### src/rtl/alp_seq_alu.sv
// Multi-cycle ALU: processes SLICE nibbles per clock, LSB chunk first, with the
// inter-chunk carry held in a register. Binary and packed-BCD add/sub, logic, pass.
module alp_seq_alu #(
  parameter int NIBBLES = 8,
  parameter int SLICE   = 1
) (
  input  logic                   clk_h,
  input  logic                   reset_h,
  input  logic                   start_h,
  input  logic [3:0]             alu_h,
  input  logic                   bcd_op_l,
  input  logic                   carry_in_h,
  input  logic [4*NIBBLES-1:0]   amux_h,
  input  logic [4*NIBBLES-1:0]   bmux_h,
  output logic                   busy_h,
  output logic                   done_h,
  output logic [4*NIBBLES-1:0]   aluq_h,
  output logic                   c_out_h,
  output logic                   v_out_h,
  output logic                   n_out_h,
  output logic                   z_out_h
);

  localparam int W     = 4 * NIBBLES;
  localparam int STEPS = NIBBLES / SLICE;
  localparam int CW    = (STEPS > 1) ? $clog2(STEPS) : 1;
  localparam int CHUNK = 4 * SLICE;

  typedef enum logic {IDLE = 1'b0, RUN = 1'b1} state_t;

  state_t          state_q, state_d;
  logic [W-1:0]    a_q, b_q;
  logic [3:0]      op_q;
  logic            bcd_l_q;
  logic            carry_q;
  logic [CW-1:0]   cnt_q;

  logic            arith, dec;
  logic            last;
  logic            carry_nx;
  logic            c3_nx;
  logic [CHUNK-1:0] chunk_res;
  logic [W-1:0]    aluq_nx;
  logic [3:0]      a_n, b_n, x_n, y_n, d_n;
  logic [4:0]      t;
  int              base;

  assign arith  = (op_q <= 4'd2);
  assign dec    = arith & ~bcd_l_q;
  assign last   = (cnt_q == CW'(STEPS - 1));
  assign busy_h = (state_q == RUN);

  // One chunk per clock; carry ripples through the SLICE nibbles of the chunk.
  // c3_nx is the carry into bit 3 of the chunk's top nibble (the word MSB on the last step).
  always_comb begin
    carry_nx  = carry_q;
    c3_nx     = 1'b0;
    chunk_res = '0;
    a_n = '0; b_n = '0; x_n = '0; y_n = '0; d_n = '0;
    t    = '0;
    base = 0;
    for (int j = 0; j < SLICE; j++) begin
      base = (int'(cnt_q) * SLICE + j) * 4;
      a_n  = a_q[base +: 4];
      b_n  = b_q[base +: 4];
      x_n  = a_n;
      y_n  = b_n;
      if (op_q == 4'd1) begin
        y_n = dec ? (4'd9 - b_n) : ~b_n;
      end else if (op_q == 4'd2) begin
        x_n = b_n;
        y_n = dec ? (4'd9 - a_n) : ~a_n;
      end
      t     = {1'b0, x_n} + {1'b0, y_n} + {4'b0, carry_nx};
      c3_nx = x_n[3] ^ y_n[3] ^ t[3];
      case (op_q)
        4'd0, 4'd1, 4'd2: begin
          if (dec) begin
            if (t > 5'd9) begin
              d_n      = t[3:0] + 4'd6;
              carry_nx = 1'b1;
            end else begin
              d_n      = t[3:0];
              carry_nx = 1'b0;
            end
          end else begin
            d_n      = t[3:0];
            carry_nx = t[4];
          end
        end
        4'd3:    d_n = a_n & b_n;
        4'd4:    d_n = a_n | b_n;
        4'd5:    d_n = a_n ^ b_n;
        4'd7:    d_n = b_n;
        default: d_n = a_n;
      endcase
      chunk_res[j*4 +: 4] = d_n;
    end
  end

  always_comb begin
    aluq_nx = aluq_h;
    aluq_nx[int'(cnt_q) * CHUNK +: CHUNK] = chunk_res;
  end

  always_comb begin
    state_d = state_q;
    case (state_q)
      IDLE:    if (start_h) state_d = RUN;
      RUN:     if (last)    state_d = IDLE;
      default: state_d = IDLE;
    endcase
  end

  always_ff @(posedge clk_h) begin
    if (reset_h) begin
      state_q <= IDLE;
      a_q     <= '0;
      b_q     <= '0;
      op_q    <= '0;
      bcd_l_q <= 1'b1;
      carry_q <= 1'b0;
      cnt_q   <= '0;
      done_h  <= 1'b0;
      aluq_h  <= '0;
      c_out_h <= 1'b0;
      v_out_h <= 1'b0;
      n_out_h <= 1'b0;
      z_out_h <= 1'b0;
    end else begin
      state_q <= state_d;
      case (state_q)
        IDLE: begin
          done_h <= 1'b0;
          if (start_h) begin
            a_q     <= amux_h;
            b_q     <= bmux_h;
            op_q    <= alu_h;
            bcd_l_q <= bcd_op_l;
            carry_q <= carry_in_h;
            cnt_q   <= '0;
            aluq_h  <= '0;
            c_out_h <= 1'b0;
            v_out_h <= 1'b0;
            n_out_h <= 1'b0;
            z_out_h <= 1'b0;
          end
        end
        RUN: begin
          aluq_h  <= aluq_nx;
          carry_q <= carry_nx;
          cnt_q   <= cnt_q + 1'b1;
          if (last) begin
            done_h  <= 1'b1;
            c_out_h <= arith & carry_nx;
            v_out_h <= arith & bcd_l_q & (c3_nx ^ carry_nx);
            n_out_h <= ~dec & aluq_nx[W-1];
            z_out_h <= (aluq_nx == '0);
          end
        end
        default: done_h <= 1'b0;
      endcase
    end
  end

endmodule

### config.mk
export PLATFORM = sky130hd
export DESIGN_NAME = alp_seq_alu
export DESIGN_NICKNAME = d
export VERILOG_FILES = /design/src/rtl/alp_seq_alu.sv
export SDC_FILE = /design/constraint.sdc
export NUM_CORES = 1
export LEC_CHECK = 0
export BUFFER_PORTS_ARGS = -buffer_cell sky130_fd_sc_hd__buf_2
export CAP_MARGIN = 10
export CORE_MARGIN = 10
export CORE_UTILIZATION = 35
export DETAILED_ROUTE_END_ITERATION = 10
export SYNTH_ARGS = -nofsm -noshare
export SYNTH_HDL_FRONTEND = slang
export SYNTH_SLANG_ARGS = --single-unit
### constraint.sdc
create_clock -name clk_h -period 4.8 [get_ports clk_h]
set_input_delay 0.48 -clock clk_h [delete_from_list [all_inputs] [get_ports clk_h]]
set_output_delay 0.48 -clock clk_h [all_outputs]
set_load 0.02 [all_outputs]
==> impl_metrics.ini <==
[cts]
cts_buffers = 9
cts_root_buf = clkbuf_16
post_cts_buffers = 0
clk_pin_slew_worst_paths_ns = 0.08
cts_tree = yes
cts_max_path_buffers = 2
insertion_delay_ns = 0.36
numClockSinks = 111
htreeDepth = 3

[synthesis]
avgSynthCellArea_um2 = 8.06
syn-num-nets = 805
synth_area_leaders = dfxtp_1 39%, nand2_1 12%, a21oi_1 8.2%
synth_area_leader_cell = dfxtp_1
synth_edf_count = 0
synth.distinct_cells = 58
synth_commonest_cells = 188 x nand2_1, 111 x dfxtp_1, 94 x a21oi_1, 42 x o21ai_0, 38 x nor2_1
synthFlopType = dfxtp_1
synth_most_common_cell = nand2_1
syn-instance-count = 709
yosysWarnings = 0
netlist_area_um2 = 5710
synth_top_area_share_pct = 38.9
yosysSeqAreaShare_pct = 38.9
async_flop_share_pct = 0
ys_ff_latch = 111

[sta]
setup_viol = 0
hold_viol = 0
tightest_slew_ns = 0.947
fmax_mhz = 225
finalMaxSlewViolations = 0
fin_skew_ns = 0.0125
fin_crit_sh_pct = 92.7
rsz0062_at_grt = false
slew_headroom_pct = 36.6
finalCriticalPeriod_ns = 4.45
setup-tns-final_ns = 0

[hold_path]
min_path_type = primary input to flop
whs_path_depth = 3

[critical_path]
cp-end-kind = flop
cp_max_fo = 20
setup.worst_path.start_class = flop
worst-path-stages = 17
critPathRequiredTime_ns = 5.09
cp_cell_sequence = buf_12 -> mux4_2 -> mux2i_4 -> ha_1 -> a21oi_1 -> a221oi_1 -> a21oi_1 -> a21oi_1 -> ha_1 -> and3b_1 -> or3_1 -> a2111oi_0 -> a31oi_1 -> o21ai_2 -> a22o_1 -> a32oi_1 -> nor2_1
cp_common_cell = a21oi_1
r2r_cells = 17
critPathMaxStageDelay_ns = 0.56
crit_type = flop to flop
crit_buf_inv = 1
crit_path_top_delay_cell = mux4_2
cp.arrival_ns = 4.74
path_delay_family = compound AO/OA/AOI/OAI gates

[status]
outcome = complete, no violations

[final_layout]
diodes = 0
layout-drive-gt1-share_pct = 21.5
syn2layout_area_growth_pct = 19.4
finish.utilization_pct = 42.8
nets = 897

[grt]
antenna_found_initial = 0
first_global_vias = 5268
overflow = 0
grtUsageTotal_pct = 15.3
grt_first_pass_wirelength_um = 27700
grt_max_degree = 49

[routing]
drc = 0
firstDrtPassIters = 6
vias = 5281
wl_per_cell_um = 16.7
wl_um = 17000
drtIter0Drc = 374
drtAntennaViolNets = 0
via_per_inst = 5.18

[die]
fp-row-count = 46
die-width_um = 148
ioPinCount = 111
start_util_pct = 35.8
core_um2 = 15900
die_y_um = 148
die_area_um2 = 21800

[pwr]
peakVddDrop_uv = 171
p_leak_nw = 2.88
cellPowerDensity_nw_per_um2 = 329

[flow_run]
cap_violations = 0

[placed_design]
gp_congestion = 0.873
hpwl_um = 12600
port_buffers = 110
==> path summary, 6_finish.rpt <==
kind / start / to / slack, ns
setup reg to reg: cnt_q[1]$_SDFFE_PP0P_ / n_out_h$_SDFFE_PP0P_ / 0.35
hold / removal: amux_h[19] / a_q[19]$_SDFFE_PP0P_ / 0.35
setup / recovery: cnt_q[1]$_SDFFE_PP0P_ / n_out_h$_SDFFE_PP0P_ / 0.35
hold reg to reg: a_q[6]$_SDFFE_PP0P_ / a_q[6]$_SDFFE_PP0P_ / 0.46
==> tightest hold or removal path: stages <==
cell     delay [ns]
buf_2          0.10
nand2_1        0.04
a21oi_1        0.05
==> metal layers <==
layer / track usage [%] / vias to the layer above / part of all wire [%] / wire length, um
li1: - / 2655 / - / -
met5: 0 / - / 0 / 0
met2: 24.1 / 145 / 45 / 7710
met3: 3.85 / 16 / 6.5 / 1110
met1: 20.5 / 2465 / 47 / 8020
met4: 3.96 / 0 / 1.1 / 188
==> per-stage QoR <==
stage                     setup slack, ns  cell area, um^2  cells  power, mW  hold slack, ns
after floorplan                     0.421             5710    709       1.30           0.433
after global placement              0.398             6490   1006       1.43           0.442
after detailed placement            0.374             6490   1006       1.43           0.447
after CTS                           0.331             6810   1020       2.25           0.345
after global routing               0.0317             6820   1020       2.34           0.352
final                               0.349             6820   1020       2.25           0.354
==> cell usage in the layout, fill, tap and decap left out, types with 4 or more instances in the layout <==
cell       synthesis  layout
clkbuf_16          0       9
mux4_2            16      16
nand2_1          188     187
a22o_1             4       4
dfxtp_1          111     111
and2_1             5       5
nor2b_1            5       4
nor4_1             8       8
nor2_1            38      38
nand2b_1           7       7
a21oi_1           94      94
mux2i_1            6       6
a31oi_1            5       5
buf_4              1      14
nor3_1             4       4
nand3_1           10       9
a32oi_1            7       7
inv_1             16      16
ha_1              21      21
o21ai_0           42      42
buf_2              2     110
nand4_1            5       5
a21o_1             4       4
and3_1             7       7
==> flip-flops by register name, indices dropped and copies added, names as in the netlist, 3 cells and up <==
signal,count
cnt_q,3
a_q,32
op_q,4
aluq_h,32
b_q,32
==> kinds of logic (layout without fill, tap and decap cells) <==
group / Yosys count / count (layout) / share of synthesized area (%)
XOR/XNOR: 4 / 4 / 0.613
AND/OR/NAND/NOR: 292 / 292 / 22.2
AO/OA/AOI/OAI: 188 / 188 / 19.4
adder cells (fa/ha/maj): 23 / 23 / 5.30
flip-flops: 111 / 111 / 38.9
buffers and inverters: 63 / 158 / 4.38
multiplexers: 28 / 28 / 9.26
==> cell type report <==
| type | count | area (um^2) |
|---|---|---|
| multi-input cells | 535 | 3260 |
| clock inverters | 4 | 77.6 |
| flip-flops and latches | 111 | 2220 |
| well taps | 216 | 270 |
| inverters | 19 | 71.3 |
| repair buffers | 125 | 676 |
| fillers | 1681 | 9120 |
| clock buffers | 10 | 239 |
==> power by group <==
part	switching, mW	total [mW]	internal, mW
registers	0.0265	0.986	0.960
logic	0.265	0.434	0.168
clock network	0.356	0.827	0.471
==> what timing repair did <==
item	CTS	global route
hold endpoints to repair	0	0
setup endpoints to repair	0	12
hold buffers	0	0
gates resized for setup	0	2
Note: power is estimated with default switching activity, not from simulation.
